`config.mk`:
```
export PLATFORM = sky130hd
export DESIGN_NAME = instr_loader
export DESIGN_NICKNAME = d
export VERILOG_FILES = /design/src/rtl/instr_loader.sv
export SDC_FILE = /design/constraint.sdc
export NUM_CORES = 1
export LEC_CHECK = 0
export BUFFER_PORTS_ARGS = -buffer_cell sky130_fd_sc_hd__buf_2
export CORE_MARGIN = 1.5
export CORE_UTILIZATION = 40
export DETAILED_ROUTE_END_ITERATION = 12
export GPL_TIMING_DRIVEN = 0
export SYNTH_ARGS = -nofsm -noshare
export SYNTH_HDL_FRONTEND = slang
export SYNTH_SLANG_ARGS = --single-unit
```
`constraint.sdc`:
```
create_clock -name clk -period 6.2 [get_ports clk]
set_input_delay 0.31 -clock clk [delete_from_list [all_inputs] [get_ports clk]]
set_output_delay 0.31 -clock clk [all_outputs]
set_load 0.02 [all_outputs]
```
`src/rtl/instr_loader.sv`:
```
// Byte-stream program loader: parses a length/payload/XOR-checksum frame, writes
// little-endian instruction words to consecutive word addresses and gates CPU reset.
module instr_loader #(
    parameter int unsigned DATA_WIDTH = 32,
    parameter int unsigned ADDR_WIDTH = 32,
    parameter int unsigned MEM_SIZE   = 512
) (
    input  logic                  clk,
    input  logic                  reset,
    input  logic                  start,
    input  logic                  byte_valid,
    input  logic [7:0]            byte_data,
    output logic                  byte_ready,
    output logic                  wr_en,
    output logic [ADDR_WIDTH-1:0] wr_addr,
    output logic [DATA_WIDTH-1:0] wr_data,
    output logic                  cpu_hold,
    output logic                  done,
    output logic                  error
);

    typedef enum logic [2:0] {
        StIdle, StLen0, StLen1, StData, StCsum, StDone, StErr
    } state_t;

    state_t      state;
    logic [7:0]  len_lo;
    logic [15:0] n_words;
    logic [15:0] word_idx;
    logic [1:0]  byte_idx;
    logic [23:0] word_buf;
    logic [7:0]  csum;
    logic [15:0] len_full;
    logic        accept;

    assign len_full = {byte_data, len_lo};
    assign accept   = byte_valid && byte_ready;

    always_comb begin
        byte_ready = 1'b0;
        case (state)
            StLen0, StLen1, StData, StCsum: byte_ready = 1'b1;
            default:                        byte_ready = 1'b0;
        endcase
    end

    always_ff @(posedge clk or negedge reset) begin
        if (!reset) begin
            state    <= StIdle;
            len_lo   <= 8'd0;
            n_words  <= 16'd0;
            word_idx <= 16'd0;
            byte_idx <= 2'd0;
            word_buf <= 24'd0;
            csum     <= 8'd0;
            wr_en    <= 1'b0;
            wr_addr  <= '0;
            wr_data  <= '0;
            cpu_hold <= 1'b1;
            done     <= 1'b0;
            error    <= 1'b0;
        end else begin
            wr_en <= 1'b0;
            case (state)
                StIdle, StDone, StErr: begin
                    if (start) begin
                        state    <= StLen0;
                        word_idx <= 16'd0;
                        byte_idx <= 2'd0;
                        csum     <= 8'd0;
                        done     <= 1'b0;
                        error    <= 1'b0;
                        cpu_hold <= 1'b1;
                    end
                end
                StLen0: begin
                    if (accept) begin
                        len_lo <= byte_data;
                        state  <= StLen1;
                    end
                end
                StLen1: begin
                    if (accept) begin
                        n_words <= len_full;
                        if (32'(len_full) > MEM_SIZE) begin
                            state <= StErr;
                            error <= 1'b1;
                        end else if (len_full == 16'd0) begin
                            state <= StCsum;
                        end else begin
                            state <= StData;
                        end
                    end
                end
                StData: begin
                    if (accept) begin
                        csum <= csum ^ byte_data;
                        if (byte_idx == 2'd3) begin
                            // word_buf already holds bytes 0..2, LSB first
                            wr_en    <= 1'b1;
                            wr_addr  <= ADDR_WIDTH'({word_idx, 2'b00});
                            wr_data  <= DATA_WIDTH'({byte_data, word_buf});
                            word_idx <= word_idx + 16'd1;
                            byte_idx <= 2'd0;
                            if (word_idx == n_words - 16'd1) begin
                                state <= StCsum;
                            end
                        end else begin
                            word_buf <= {byte_data, word_buf[23:8]};
                            byte_idx <= byte_idx + 2'd1;
                        end
                    end
                end
                StCsum: begin
                    if (accept) begin
                        if (byte_data == csum) begin
                            state    <= StDone;
                            done     <= 1'b1;
                            cpu_hold <= 1'b0;
                        end else begin
                            state <= StErr;
                            error <= 1'b1;
                        end
                    end
                end
                default: state <= StIdle;
            endcase
        end
    end

endmodule

```
==> results.md <==
- Status: finished clean
- Logic pwr share: 33.3%
- CTS Sinks: 129
- Initial DRC Count: ~220
- Tcrit/Tclk final: 46.6%
- Starting density of the core: 41.0%
- Family with the most delay on the worst path: compound AO/OA/AOI/OAI gates
- Crit path time final: a little under 3 ns
- Ant diodes: 0
- Detailed Place HPWL: 9640 µm
- Cts repair resizes: 0
- Slowest Stage Delay on Critical Path: 0.88 ns
- Post-Place Cells: 802
- Prevailing post-synth register cell: dfrtp_1
- # nets final: approximately 650
- Synth Area in XOR/XNOR: 5.76%
- Yosys warning total: 0
- Internal power: 0.00227 W
- Antenna Nets Post-Route: 0
- Asr flop ratio synth: 100%
- Library cells used by synthesis: 59
- P&R area growth vs syn: 19.3%
- Hold Worst Slack: 0.319 ns
- Synth Area in Adders: 0.763%
- Seq/Total Area, Yosys: 51.8%
- P_leak: 3.49 nW
- Worst EP required: around 6.5 ns
- Final RePlAce weighted congestion: 0.818
- Core area: 0.0152 mm²
- Worst R2R Path Depth: 8
- CP max-delay cell: a2111oi_1
- Gr ovfl total: 0
- CP Launch Type: flip-flop
- Fin cells: 835
- H-tree levels: 4
- Initial antenna violation count: 0
- Die Span Y: 128 µm
- DR pass1 iterations: 4
- Psw: ~0.0012 W
- Largest buffer count on any clock path: 2
- CP Buf/Inv Count: 2
- DRT Wirelength: 14100 µm
- Ports: 81
- Setup crit end kind: flip-flop
- Clock Latency Late Sink: ~0.42 ns
- Layout Utilization: 48.9%
- Via Count: 4348
- Vias in the first global route: 4473
- Gr usage total: roughly 19%
- Maximum vdd drop: 231 µV
- Multi-input logic area: 0.00275 mm²
- Switching share of total power: 35.2%
- Compound-cell area share of the yosys netlist: 7.33%
- CP max FO: 9
- Largest net degree at the start of global routing: 69
- Die Wd: 128 µm
- I/O Buffers: 55
- Final-report setup violation count: 0
- Clock-pin slew on the worst setup and hold paths: roughly 0.060 ns
- Synth Cell Area: 0.00623 mm²
- Sequential share of power: 38.2%
- RSZ-0062 raised after global routing: false
- Register area: 0.00323 mm²
- Routed length per instance: between 15 and 20 µm
- Crit-path cells: clkbuf_1, xor2_1, or3b_2, clkbuf_1, a2111oi_1, nand4_1, xor2_1, nor2_1
- Standard-cell rows: 45
- Post-synth EDFFs: 0
- Drt drc: 0
- Clock root buffer: clkbuf_16
- Max-Cap Viols: 0
- Synth Area in Simple Gates: 11.8%
- Hold Crit Depth: 3
- CTS tree: done
- Post-synthesis mux area share: 17.6%
- Worst reg2reg startpoint: state[0]
- WP depth: 8
- Layout cell share with drive strength beyond 1: 33.8%
- PwrDens: 472 mW/mm²
- Worst min-delay path class: in2reg
- Worst Setup SP: state[0]
- Fillcell total: 1397
- Drt via density: 5.21
- Max Slew Vio Count: 0
- Mean post-synth cell area: 11.5 µm²
- Worst Tran Pin Value: 1.23 ns
- Largest family of logic cells by synthesized area: multiplexers
- Global-route wire length before repair: 23500 µm
- Worst Path Class, Setup: reg2reg
- Min-delay src: byte_data[6]
- Hold Fails Final Rpt: 0
- Final TNS setup: 0 ns
- Gate Count Post-Synth: 543
- Post-synthesis register bit count: ~130
- Slew HR: between 10% and 20%
- Clk_skew: between 0.006 and 0.007 ns
- Clock power share: 28.5%
- Die Area: between 0.015 and 0.02 mm²
- Num CTS Buffers: 17
- Max Clock Freq: 346 MHz
- CP Data Arrival Time: 3.17 ns
cells in the mapped netlist, types with 2 or more instances:
library cell	count	area, µm²
o2111ai_1	2	17.5
a22o_1	3	26.3
a21oi_1	7	35.0
mux2_2	93	1050
buf_2	9	45.0
nor2_1	35	131
a32o_1	2	20.0
nor2b_1	7	43.8
nand3_1	8	40.0
a31oi_1	4	25.0
o31ai_1	3	22.5
a211o_1	2	17.5
nor4_1	6	37.5
or3b_2	2	17.5
ha_1	3	37.5
xor2_1	20	175
o2bb2ai_1	2	17.5
nand3b_1	3	22.5
nor3b_1	3	22.5
or2_2	2	12.5
inv_1	11	41.3
nand2b_1	4	25.0
nor4b_1	2	17.5
nor3_1	8	40.0
and3_1	4	25.0
and2_1	4	25.0
o211ai_1	3	22.5
nand4_1	8	50.1
clkbuf_1	21	78.8
o21ai_0	29	145
nand2_1	35	131
buf_4	17	128
xnor2_1	21	184
or3_1	2	12.5
mux2i_1	5	50.1
dfrtp_1	128	3200
or4_1	3	22.5
power groups by stage:
stage               combinational (W)  clock [W]  sequential [W]
floorplan                    0.000779          0         0.00140
global placement              0.00113          0         0.00134
detailed placement            0.00116          0         0.00135
CTS                           0.00117    0.00102         0.00134
global route                  0.00129    0.00106         0.00138
finish                        0.00117   0.000999         0.00134
per-stage QoR:
step           total power [W]  cell area (µm²)  worst slack (ns)
2_1_floorplan          0.00218             6290              3.72
3_3_place_gp           0.00246             6800              3.15
3_5_place_dp           0.00252             6830              3.30
4_1_cts                0.00353             7440              3.28
5_1_grt                0.00373             7440              3.08
6_report               0.00351             7440              3.31
cell families (layout without fill, tap and decap cells):
group / Yosys count / after routing
AO/OA/AOI/OAI: 68 / 68
XOR/XNOR: 41 / 41
adder cells (fa/ha/maj): 4 / 4
buffers and inverters: 60 / 149
flip-flops: 129 / 129
multiplexers: 98 / 98
other: 1 / 16
AND/OR/NAND/NOR: 142 / 142
cell usage in the layout (no fill, tap or decap), types with 3 or more instances in the layout:
master and n:
o31ai_1 3, nor2_1 35, o211ai_1 3, and3_1 4
mux2_2 93, xnor2_1 21, conb_1 16, nand3_1 8
buf_2 63, a22o_1 3, nand2_1 35, dfrtp_1 128
and2_1 4, nand3b_1 3, nor2b_1 7, nor3b_1 3
nor4_1 6, nor3_1 8, nand2b_1 4, or4_1 3
mux2i_1 5, buf_4 17, ha_1 3, clkbuf_16 17
clkinv_4 4, inv_1 11, a31oi_1 4, a21oi_1 7
clkbuf_1 21, inv_6 4, xor2_1 20, o21ai_0 29
nand4_1 8
cell type report:
type                            instances  share of cell area [%]
Multi-Input combinational cell        369                    37.0
Inverter                               11                   0.555
Clock inverter                         14                    2.09
Timing Repair Buffer                   57                    4.29
Clock buffer                           18                    5.91
Tap cell                              188                    3.16
Buffer                                 49                    3.53
Sequential cell                       129                    43.4
worst reg2reg max path, stage by stage, from the launching register on:
cell and delay [ns]:
dfrtp_1 0.36, clkbuf_1 0.19, xor2_1 0.21, or3b_2 0.50
clkbuf_1 0.20, a2111oi_1 0.88, nand4_1 0.20, xor2_1 0.18
nor2_1 0.05
registers in the layout, indices dropped and copies added, names as in the netlist:
register / count
csum: 8
cpu_hold: 1
wr_data: 32
byte_idx: 2
n_words: 16
done: 1
word_idx: 16
wr_addr: 16
error: 1
state: 3
wr_en: 1
word_buf: 24
len_lo: 8
what timing repair did:
| item | 4_1_cts | 5_1_grt |
|---|---|---|
| hold endpoints to repair | 61 | 0 |
| endpoints found under the setup margin | 0 | 0 |
| hold buffers | 1 | 0 |
| buffers inserted | 0 | 0 |
layer usage:
metal	track usage, %	vias up	part of all wire, %
met5	0	-	0
met4	5.95	0	1.4
met3	4.55	16	4.2
met2	28.7	100	46
met1	25.8	2162	48
li1	-	2070	-
worst paths after layout:
path,to,slack [ns]
max in group asynchronous,cpu_hold,4.99
max reg2reg,word_idx[15],3.31
min,csum[6],0.32
max,word_idx[15],3.31
min reg2reg,wr_addr[4],0.48
min in group asynchronous,wr_addr[17],0.44
No activity file was read; power rests on OpenSTA's default activity.
